**src/rtl/decode_pkg.sv**
```systemverilog
// rtl/decode_pkg.sv - A64 subset decode constants: opcode patterns, ctrl bit map, ALU op codes.
package decode_pkg;

  localparam int CTRL_W = 16;

  // Control bundle bit positions
  localparam int REG2LOC    = 0;
  localparam int UNCOND_BR  = 1;
  localparam int FLAG_BR    = 2;
  localparam int ZERO_BR    = 3;
  localparam int BR_INVERT  = 4;
  localparam int MEM_READ   = 5;
  localparam int MEM_TO_REG = 6;
  localparam int MEM_WRITE  = 7;
  localparam int FLAG_WRITE = 8;
  localparam int ALU_SRC    = 9;
  localparam int ALU_OP_LSB = 10;
  localparam int ALU_OP_MSB = 11;
  localparam int REG_WRITE  = 12;
  localparam int MOVK       = 13;
  localparam int IS32       = 14;
  localparam int ILLEGAL    = 15;

  localparam logic [1:0] ALU_OP_ADD    = 2'b00;
  localparam logic [1:0] ALU_OP_PASS_B = 2'b01;
  localparam logic [1:0] ALU_OP_FUNC   = 2'b10;

  // CBZ/CBNZ match instr[30:24]; B instr[31:26]; B.cond instr[31:24];
  // MOV*/ADD/SUB instr[30:23]; LDUR/STUR instr[31:21].
  localparam logic [6:0]  CBZ_OP   = 7'b0110100;
  localparam logic [6:0]  CBNZ_OP  = 7'b0110101;
  localparam logic [5:0]  B_OP     = 6'b000101;
  localparam logic [7:0]  BCOND_OP = 8'b01010100;
  localparam logic [7:0]  MOVZ_OP  = 8'b10100101;
  localparam logic [7:0]  MOVK_OP  = 8'b11100101;
  localparam logic [7:0]  ADDI_OP  = 8'b00100010;
  localparam logic [7:0]  SUBI_OP  = 8'b10100010;
  localparam logic [7:0]  SUBSI_OP = 8'b11100010;
  localparam logic [10:0] LDUR_OP  = 11'b11111000010;
  localparam logic [10:0] STUR_OP  = 11'b11111000000;

endpackage

```
**src/rtl/decode_comb.sv**
```systemverilog
// rtl/decode_comb.sv - combinational A64 subset decoder: instruction word to ctrl, fields, immediate.
module decode_comb import decode_pkg::*; #(
  parameter int IMM_W     = 64,
  parameter bit SUPPORT_W = 1'b1
) (
  input  logic [31:0]       instr_i,
  output logic [CTRL_W-1:0] ctrl_o,
  output logic [4:0]        rd_o,
  output logic [4:0]        rn_o,
  output logic [4:0]        rm_o,
  output logic [IMM_W-1:0]  imm_o,
  output logic [3:0]        cond_o
);

  logic has_sf;
  logic illegal;

  always_comb begin
    ctrl_o  = '0;
    imm_o   = '0;
    cond_o  = '0;
    has_sf  = 1'b0;
    illegal = 1'b0;
    if (instr_i[30:24] == CBZ_OP || instr_i[30:24] == CBNZ_OP) begin
      ctrl_o[REG2LOC]               = 1'b1;
      ctrl_o[ZERO_BR]               = 1'b1;
      ctrl_o[BR_INVERT]             = (instr_i[30:24] == CBNZ_OP);
      ctrl_o[ALU_OP_MSB:ALU_OP_LSB] = ALU_OP_PASS_B;
      imm_o  = {{(IMM_W-21){instr_i[23]}}, instr_i[23:5], 2'b00};
      has_sf = 1'b1;
    end else if (instr_i[31:26] == B_OP) begin
      ctrl_o[UNCOND_BR] = 1'b1;
      imm_o = {{(IMM_W-28){instr_i[25]}}, instr_i[25:0], 2'b00};
    end else if (instr_i[31:24] == BCOND_OP && !instr_i[4]) begin
      ctrl_o[FLAG_BR] = 1'b1;
      imm_o  = {{(IMM_W-21){instr_i[23]}}, instr_i[23:5], 2'b00};
      cond_o = instr_i[3:0];
    end else if (instr_i[30:23] == MOVZ_OP || instr_i[30:23] == MOVK_OP) begin
      ctrl_o[REG_WRITE] = 1'b1;
      ctrl_o[ALU_SRC]   = 1'b1;
      ctrl_o[MOVK]      = (instr_i[30:23] == MOVK_OP);
      imm_o   = IMM_W'(instr_i[20:5]) << {instr_i[22:21], 4'b0000};
      has_sf  = 1'b1;
      // W-form moves only have two 16-bit lanes
      illegal = !instr_i[31] && instr_i[22];
    end else if (instr_i[30:23] == ADDI_OP || instr_i[30:23] == SUBI_OP ||
                 instr_i[30:23] == SUBSI_OP) begin
      ctrl_o[ALU_SRC]               = 1'b1;
      ctrl_o[ALU_OP_MSB:ALU_OP_LSB] = ALU_OP_FUNC;
      ctrl_o[FLAG_WRITE]            = (instr_i[30:23] == SUBSI_OP);
      ctrl_o[REG_WRITE]             = !(instr_i[30:23] == SUBSI_OP && instr_i[4:0] == 5'd31);
      imm_o  = instr_i[22] ? (IMM_W'(instr_i[21:10]) << 12) : IMM_W'(instr_i[21:10]);
      has_sf = 1'b1;
    end else if (instr_i[31:21] == LDUR_OP) begin
      ctrl_o[ALU_SRC]    = 1'b1;
      ctrl_o[MEM_READ]   = 1'b1;
      ctrl_o[MEM_TO_REG] = 1'b1;
      ctrl_o[REG_WRITE]  = 1'b1;
      imm_o = {{(IMM_W-9){instr_i[20]}}, instr_i[20:12]};
    end else if (instr_i[31:21] == STUR_OP) begin
      ctrl_o[ALU_SRC]   = 1'b1;
      ctrl_o[MEM_WRITE] = 1'b1;
      ctrl_o[REG2LOC]   = 1'b1;
      imm_o = {{(IMM_W-9){instr_i[20]}}, instr_i[20:12]};
    end else begin
      illegal = 1'b1;
    end

    if (has_sf && !instr_i[31]) begin
      if (SUPPORT_W) ctrl_o[IS32] = 1'b1;
      else           illegal      = 1'b1;
    end

    if (illegal) begin
      ctrl_o          = '0;
      ctrl_o[ILLEGAL] = 1'b1;
      imm_o           = '0;
      cond_o          = '0;
    end
  end

  assign rd_o = instr_i[4:0];
  assign rn_o = instr_i[9:5];
  assign rm_o = ctrl_o[REG2LOC] ? instr_i[4:0] : instr_i[20:16];

endmodule

```
**src/rtl/decode_stage.sv**
```systemverilog
// rtl/decode_stage.sv - registered decode stage with 2-entry skid buffer, flush and load-use bubble.
module decode_stage import decode_pkg::*; #(
  parameter int PC_W           = 64,
  parameter int IMM_W          = 64,
  parameter bit SUPPORT_W      = 1'b1,
  parameter bit LOAD_USE_STALL = 1'b1
) (
  input  logic              clk,
  input  logic              rst,
  input  logic              in_valid,
  output logic              in_ready,
  input  logic [31:0]       in_instr,
  input  logic [PC_W-1:0]   in_pc,
  input  logic              flush,
  output logic              out_valid,
  input  logic              out_ready,
  output logic [PC_W-1:0]   out_pc,
  output logic [CTRL_W-1:0] out_ctrl,
  output logic [4:0]        out_rd,
  output logic [4:0]        out_rn,
  output logic [4:0]        out_rm,
  output logic [IMM_W-1:0]  out_imm,
  output logic [3:0]        out_cond
);

  typedef struct packed {
    logic [PC_W-1:0]   pc;
    logic [CTRL_W-1:0] ctrl;
    logic [4:0]        rd;
    logic [4:0]        rn;
    logic [4:0]        rm;
    logic [IMM_W-1:0]  imm;
    logic [3:0]        cond;
  } entry_t;

  entry_t in_entry, next_entry;
  entry_t main_q, main_d, skid_q, skid_d;
  logic   main_valid_q, main_valid_d;
  logic   skid_valid_q, skid_valid_d;
  logic   stall_q, stall_d;
  logic   in_fire, out_fire, next_valid;

  decode_comb #(.IMM_W(IMM_W), .SUPPORT_W(SUPPORT_W)) u_decode (
    .instr_i (in_instr),
    .ctrl_o  (in_entry.ctrl),
    .rd_o    (in_entry.rd),
    .rn_o    (in_entry.rn),
    .rm_o    (in_entry.rm),
    .imm_o   (in_entry.imm),
    .cond_o  (in_entry.cond)
  );
  assign in_entry.pc = in_pc;

  function automatic logic reads_reg(input entry_t e, input logic [4:0] r);
    return (e.rn == r) || (e.ctrl[REG2LOC] && e.rm == r);
  endfunction

  assign in_ready  = !skid_valid_q;
  assign out_valid = main_valid_q && !stall_q;
  assign in_fire   = in_valid && in_ready;
  assign out_fire  = out_valid && out_ready;

  // The skid entry is always older than anything arriving this cycle
  assign next_entry = skid_valid_q ? skid_q : in_entry;
  assign next_valid = skid_valid_q || in_fire;

  always_comb begin
    main_d       = main_q;
    skid_d       = skid_q;
    main_valid_d = main_valid_q;
    skid_valid_d = skid_valid_q;
    if (!main_valid_q || out_fire) begin
      main_valid_d = next_valid;
      if (next_valid) main_d = next_entry;
      skid_valid_d = 1'b0;
    end else if (in_fire) begin
      skid_valid_d = 1'b1;
      skid_d       = in_entry;
    end
    stall_d = LOAD_USE_STALL && out_fire && main_q.ctrl[MEM_READ] &&
              (main_q.rd != 5'd31) && next_valid && reads_reg(next_entry, main_q.rd);
  end

  always_ff @(posedge clk) begin
    if (rst) begin
      main_q       <= '0;
      skid_q       <= '0;
      main_valid_q <= 1'b0;
      skid_valid_q <= 1'b0;
      stall_q      <= 1'b0;
    end else if (flush) begin
      main_valid_q <= 1'b0;
      skid_valid_q <= 1'b0;
      stall_q      <= 1'b0;
    end else begin
      main_q       <= main_d;
      skid_q       <= skid_d;
      main_valid_q <= main_valid_d;
      skid_valid_q <= skid_valid_d;
      stall_q      <= stall_d;
    end
  end

  assign out_pc   = main_q.pc;
  assign out_ctrl = main_q.ctrl;
  assign out_rd   = main_q.rd;
  assign out_rn   = main_q.rn;
  assign out_rm   = main_q.rm;
  assign out_imm  = main_q.imm;
  assign out_cond = main_q.cond;

endmodule

```
**config.mk**
```make
export PLATFORM = sky130hd
export DESIGN_NAME = decode_stage
export DESIGN_NICKNAME = d
export VERILOG_FILES = /design/src/rtl/decode_pkg.sv /design/src/rtl/decode_comb.sv /design/src/rtl/decode_stage.sv
export SDC_FILE = /design/constraint.sdc
export NUM_CORES = 1
export LEC_CHECK = 0
export ABC_AREA = 0
export CORE_ASPECT_RATIO = 2
export CORE_MARGIN = 3
export CORE_UTILIZATION = 53
export DETAILED_ROUTE_END_ITERATION = 10
export HOLD_SLACK_MARGIN = 0.15
export PLACE_DENSITY = 0.8
export RECOVER_POWER = 100
export SLEW_MARGIN = 20
export SYNTH_ARGS = -nofsm -noshare
export SYNTH_HDL_FRONTEND = slang
export SYNTH_HIERARCHICAL = 1
export SYNTH_SLANG_ARGS = --single-unit
export TNS_END_PERCENT = 5
```
**constraint.sdc**
```tcl
create_clock -name clk -period 3.7 [get_ports clk]
set_input_delay 0.925 -clock clk [delete_from_list [all_inputs] [get_ports clk]]
set_output_delay 0.925 -clock clk [all_outputs]
set_load 0.02 [all_outputs]
```
# Word level (Yosys, flattened, before mapping)

Index checks and enable logic that the tools add are counted.
Widths: inputs -> output; s select.

Equality and inequality tests: 15
Shift operators: 1
Muxes and demuxes: 59
Bitwise operators: 2
Reduce and logical (&&, ||, !) cells: 29

Operators with widths:

| cell                 | count |
|---|---|
| $mux 64              | 8 |
| $mux 163             | 1 |
| $shl 16x6->64        | 1 |
| $eq 8x8->1 const B   | 4 |
| $mux 1               | 31 |
| $mux 24              | 1 |
| $eq 11x11->1 const B | 2 |
| $mux 4               | 5 |
| $mux 9               | 2 |
| $mux 16              | 1 |
| $eq 7x6->1 const B   | 2 |
| $mux 2               | 7 |
| $logic_and 1x1->1    | 12 |
| $eq 5x5->1           | 2 |
| $mux 5               | 2 |
| $eq 8x6->1 const B   | 1 |
| $eq 8x7->1 const B   | 1 |
| $logic_or 1x1->1     | 7 |
| $eq 6x3->1 const B   | 1 |
| $logic_not 1->1      | 6 |
| $reduce_and 3->1     | 2 |
| $eq 5x5->1 const B   | 1 |
| $ne 5x5->1 const B   | 1 |
| $mux 3               | 1 |
| other kinds (3)      | 4 |

Bits in registers: 329
Input port bits: 101
Output and inout bits: 165
Logic and storage cells: 123

# Logic depth before layout (Yosys ltp)

Depth after elaboration: 17
Mapped depth: 11
Gate-level depth less buffers: 9

# Cells and area by module

Netlist, hierarchy kept.

Modules (own cells, without submodules):

| module       | instances | cells an instance | area an instance (um^2) | sequential area each (um^2) |
|---|---|---|---|---|
| decode_stage | 1         | 1470              | 13171.4                 | 6586.3 |
| decode_comb  | 1         | 343               | 1934.4                  | 0.0 |

# Worst setup path after synthesis

Ideal clock, no wire load.

Path kind: input port to flip-flop
From: input port in_instr[25]
To: register main_q, in the netlist out_imm[10]
Setup time: 0.086 ns
Arrival time: 2.860 ns
Required time: 3.614 ns
Setup slack: 0.755 ns
Stages: 7
Buffers on the path: 1
Cell sequence: or4b_1 > a2111o_1 > and2_1 > clkbuf_1 > a211oi_1 > mux2i_1 > a211oi_1

RTL lines:

| what                   | RTL line           | RTL |
|---|---|---|
| start: declaration     | decode_stage.sv:12 | `input logic [31:0] in_instr,` |
| end signal: assignment | decode_stage.sv:96 | `main_q <= main_d;` |
| end: declaration       | decode_stage.sv:37 | `entry_t main_q, main_d, skid_q, skid_d;` |

==> run summary <==
Power density over cell area = 420 nW/um2
Net Sw Frac = 0.255
DR vias/cell = 5.85
Max clock buf depth = 3
PortBufs = 265
Ys Warns = 6
Via count = 14000
Worst rel slew slack = -0.110
Hold WS = 0.455 ns
Minimum clock period = 3.41 ns
Die area = 30700 um2
Share of the synthesized area in the top cell type = 0.436
Yosys top cell by area = dfxtp_1
Peak supply drop = 0.000411 V
Post-CTS setup buffers = 0
Final period util = 0.922
Arrival @ worst endpoint = 3.89 ns
Critical path type = in -> reg
Data required time of the worst path = 4.18 ns
Initial antenna violation count = 0
Largest net degree at the start of global routing = 160
Switching pwr = 2.03 mW
Worst slew pin tran = 1.66 ns
Worst-path clk slew = 0.07 ns
CTS tree = built
Internal Pwr Total = 5.93 mW
Startpoint types = primary input
Die Wd = 125 um
R2R Setup Slk = 0.48 ns
Static Leak = 6.50 nW
Overflow after GRT = 0
Htree depth = 1
Post_cts resized = 0
Final WL = 47400 um
Clock power share = 0.400
ANT nets after route = 0
Outcome = finished, violations left
Max-slew violations = 135
Die Y = 245 um
Unrepaired setup endpoints after global routing = no
Sequential share of the synthesized area = 0.436
Logic pwr share = 0.129
Skew final = 0.0121 ns
Max Fclk = 293 MHz
Mapped Area = 15100 um2
Yosys cell types = 57
RePlAce Congestion = 0.931
Crit-path max FO = 9
Num CTS Buffers = 29
DRC viols = 0
Core Region = 27900 um2
Max-cap viol count = 1
Most common cell after layout, fill and taps aside = nand2_1
Final setup viols = 0
Synth top area cells = dfxtp_1 44%, mux2i_1 11%, nand2_1 8.5%
Post-synthesis register bit count = 329
Ys async rst share = 0
Final #Nets = 2119
Root buffer cell = clkbuf_16
Failing checks = capacitance limit, slew limit
Clock sinks = 329
Hold_buf cts = 0
N_diodes = 0
Post-DP HPWL = 32000 um
Layout area overhead = 25.4%
Layout cells sized above 1 = 0.0795
Syn Inst Count = 1813
Initial core utilization = 0.542
Dpl cell area = 18100 um2
Syn Area/Cell = 8.33 um2
First-pass GRT wire length = 74700 um
Total track usage = 0.298
Hold Vio Cnt, Final = 0
Commonest non-fill, non-tap cells in the layout = 344 x nand2_1, 329 x dfxtp_1, 245 x a21oi_1, 218 x nor2_1, 167 x dlygate4sd3_1
Final instance area = 18900 um2
Sequential share of power = 0.471
DR WL/cell = 19.8 um
Vias in the first global route = 13800
First-iteration detailed-routing DRC count = 974
Synth Flop Type = dfxtp_1
Worst hold path type = reg -> reg
Total I/O pin count = 266
Post-synth EDFFs = 0
Crit end category = flop
Post-Syn Nets = 1914
Core Rows = 86
DRT Pass-1 Iters = 5
Clock Latency Late Sink = 0.57 ns
layout make-up:
class	count	area, um2
inverter	7	26.3
fill	2302	8920
clock buffer	38	779
timing repair buffer	358	3480
sequential	329	6590
clock inverter	13	208
tap	352	440
multi-input combinational	1293	7430
sequential cells by signal, indices dropped and copies added, names as in the netlist:
signal and count:
out_imm 64, out_ctrl 16, skid_q 163, skid_valid_q 1
out_rn 5, main_valid_q 1, stall_q 1, out_cond 4
out_pc 64, out_rm 5, out_rd 5
per-stage QoR:
step,power (mW),setup TNS (ns),setup WS (ns),util,instances
after CTS,8.07,0,0.561,0.684,2390
final,7.96,0,0.288,0.680,2390
after global placement,4.88,-0.0452,-0.0452,0.648,2339
after global routing,8.23,0,0.184,0.680,2390
after floorplan,4.37,0,0.755,-,1813
after detailed placement,4.90,-0.0205,-0.0205,0.648,2339
synthesized netlist by cell type (all sizes together), types with 2 or more instances:
| master | number |
|---|---|
| o21ai | 21 |
| nor4bb | 2 |
| nor4 | 7 |
| a2bb2oi | 3 |
| and2 | 9 |
| a21oi | 245 |
| nand3 | 5 |
| a211oi | 175 |
| nand4b | 4 |
| inv | 6 |
| and4b | 4 |
| nand4 | 2 |
| nand2 | 344 |
| buf | 105 |
| nor2b | 5 |
| mux2 | 5 |
| nor3 | 5 |
| mux2i | 162 |
| dfxtp | 329 |
| nor3b | 2 |
| nand2b | 6 |
| and3 | 11 |
| nor2 | 220 |
| o22ai | 17 |
| or4 | 9 |
| clkbuf | 79 |
| a2111oi | 2 |
| xnor2 | 11 |
per-layer routing:
layer / track usage / wire, um / vias up
li1: - / - / 6705
met1: 0.330 / 17100 / 6608
met2: 0.531 / 24300 / 502
met3: 0.0512 / 2880 / 162
met4: 0.174 / 3120 / 0
met5: 0 / 0 / -
worst paths after layout:
check	cells after the start	endpoint	startpoint
min	2	skid_q[57]$_SDFFE_PP0P_	skid_q[57]$_SDFFE_PP0P_
max	9	out_ctrl[14]$_SDFFE_PP0P_	in_instr[30]
min reg2reg	2	skid_q[57]$_SDFFE_PP0P_	skid_q[57]$_SDFFE_PP0P_
max reg2reg	6	out_pc[2]$_SDFFE_PP0P_	skid_valid_q$_SDFFE_PP0P_
worst max-delay path, cell delays in order:
cell,delay [ns]
dlygate4sd3_1,0.62
or4b_1,0.49
a2111o_1,0.47
nand2_1,0.29
nor2_1,0.15
buf_12,0.17
a311oi_1,0.37
mux2i_1,0.16
a211oi_2,0.24
cells by family after synthesis:
group	after synthesis	share of synthesized area
mux	167	0.111
simple gates	640	0.177
compound gates	475	0.201
flops	329	0.436
buf+inv	191	0.0688
xor+xnor	11	0.00638
power groups by stage:
| stage | clock (mW) | sequential [mW] | combinational (mW) |
|---|---|---|---|
| 2_1_floorplan | 0 | 3.95 | 0.419 |
| 3_3_place_gp | 0 | 3.83 | 1.05 |
| 3_5_place_dp | 0 | 3.83 | 1.07 |
| 4_1_cts | 3.24 | 3.75 | 1.08 |
| 5_1_grt | 3.37 | 3.76 | 1.10 |
| 6_report | 3.19 | 3.75 | 1.03 |
Power figures use the tool's default switching activity.
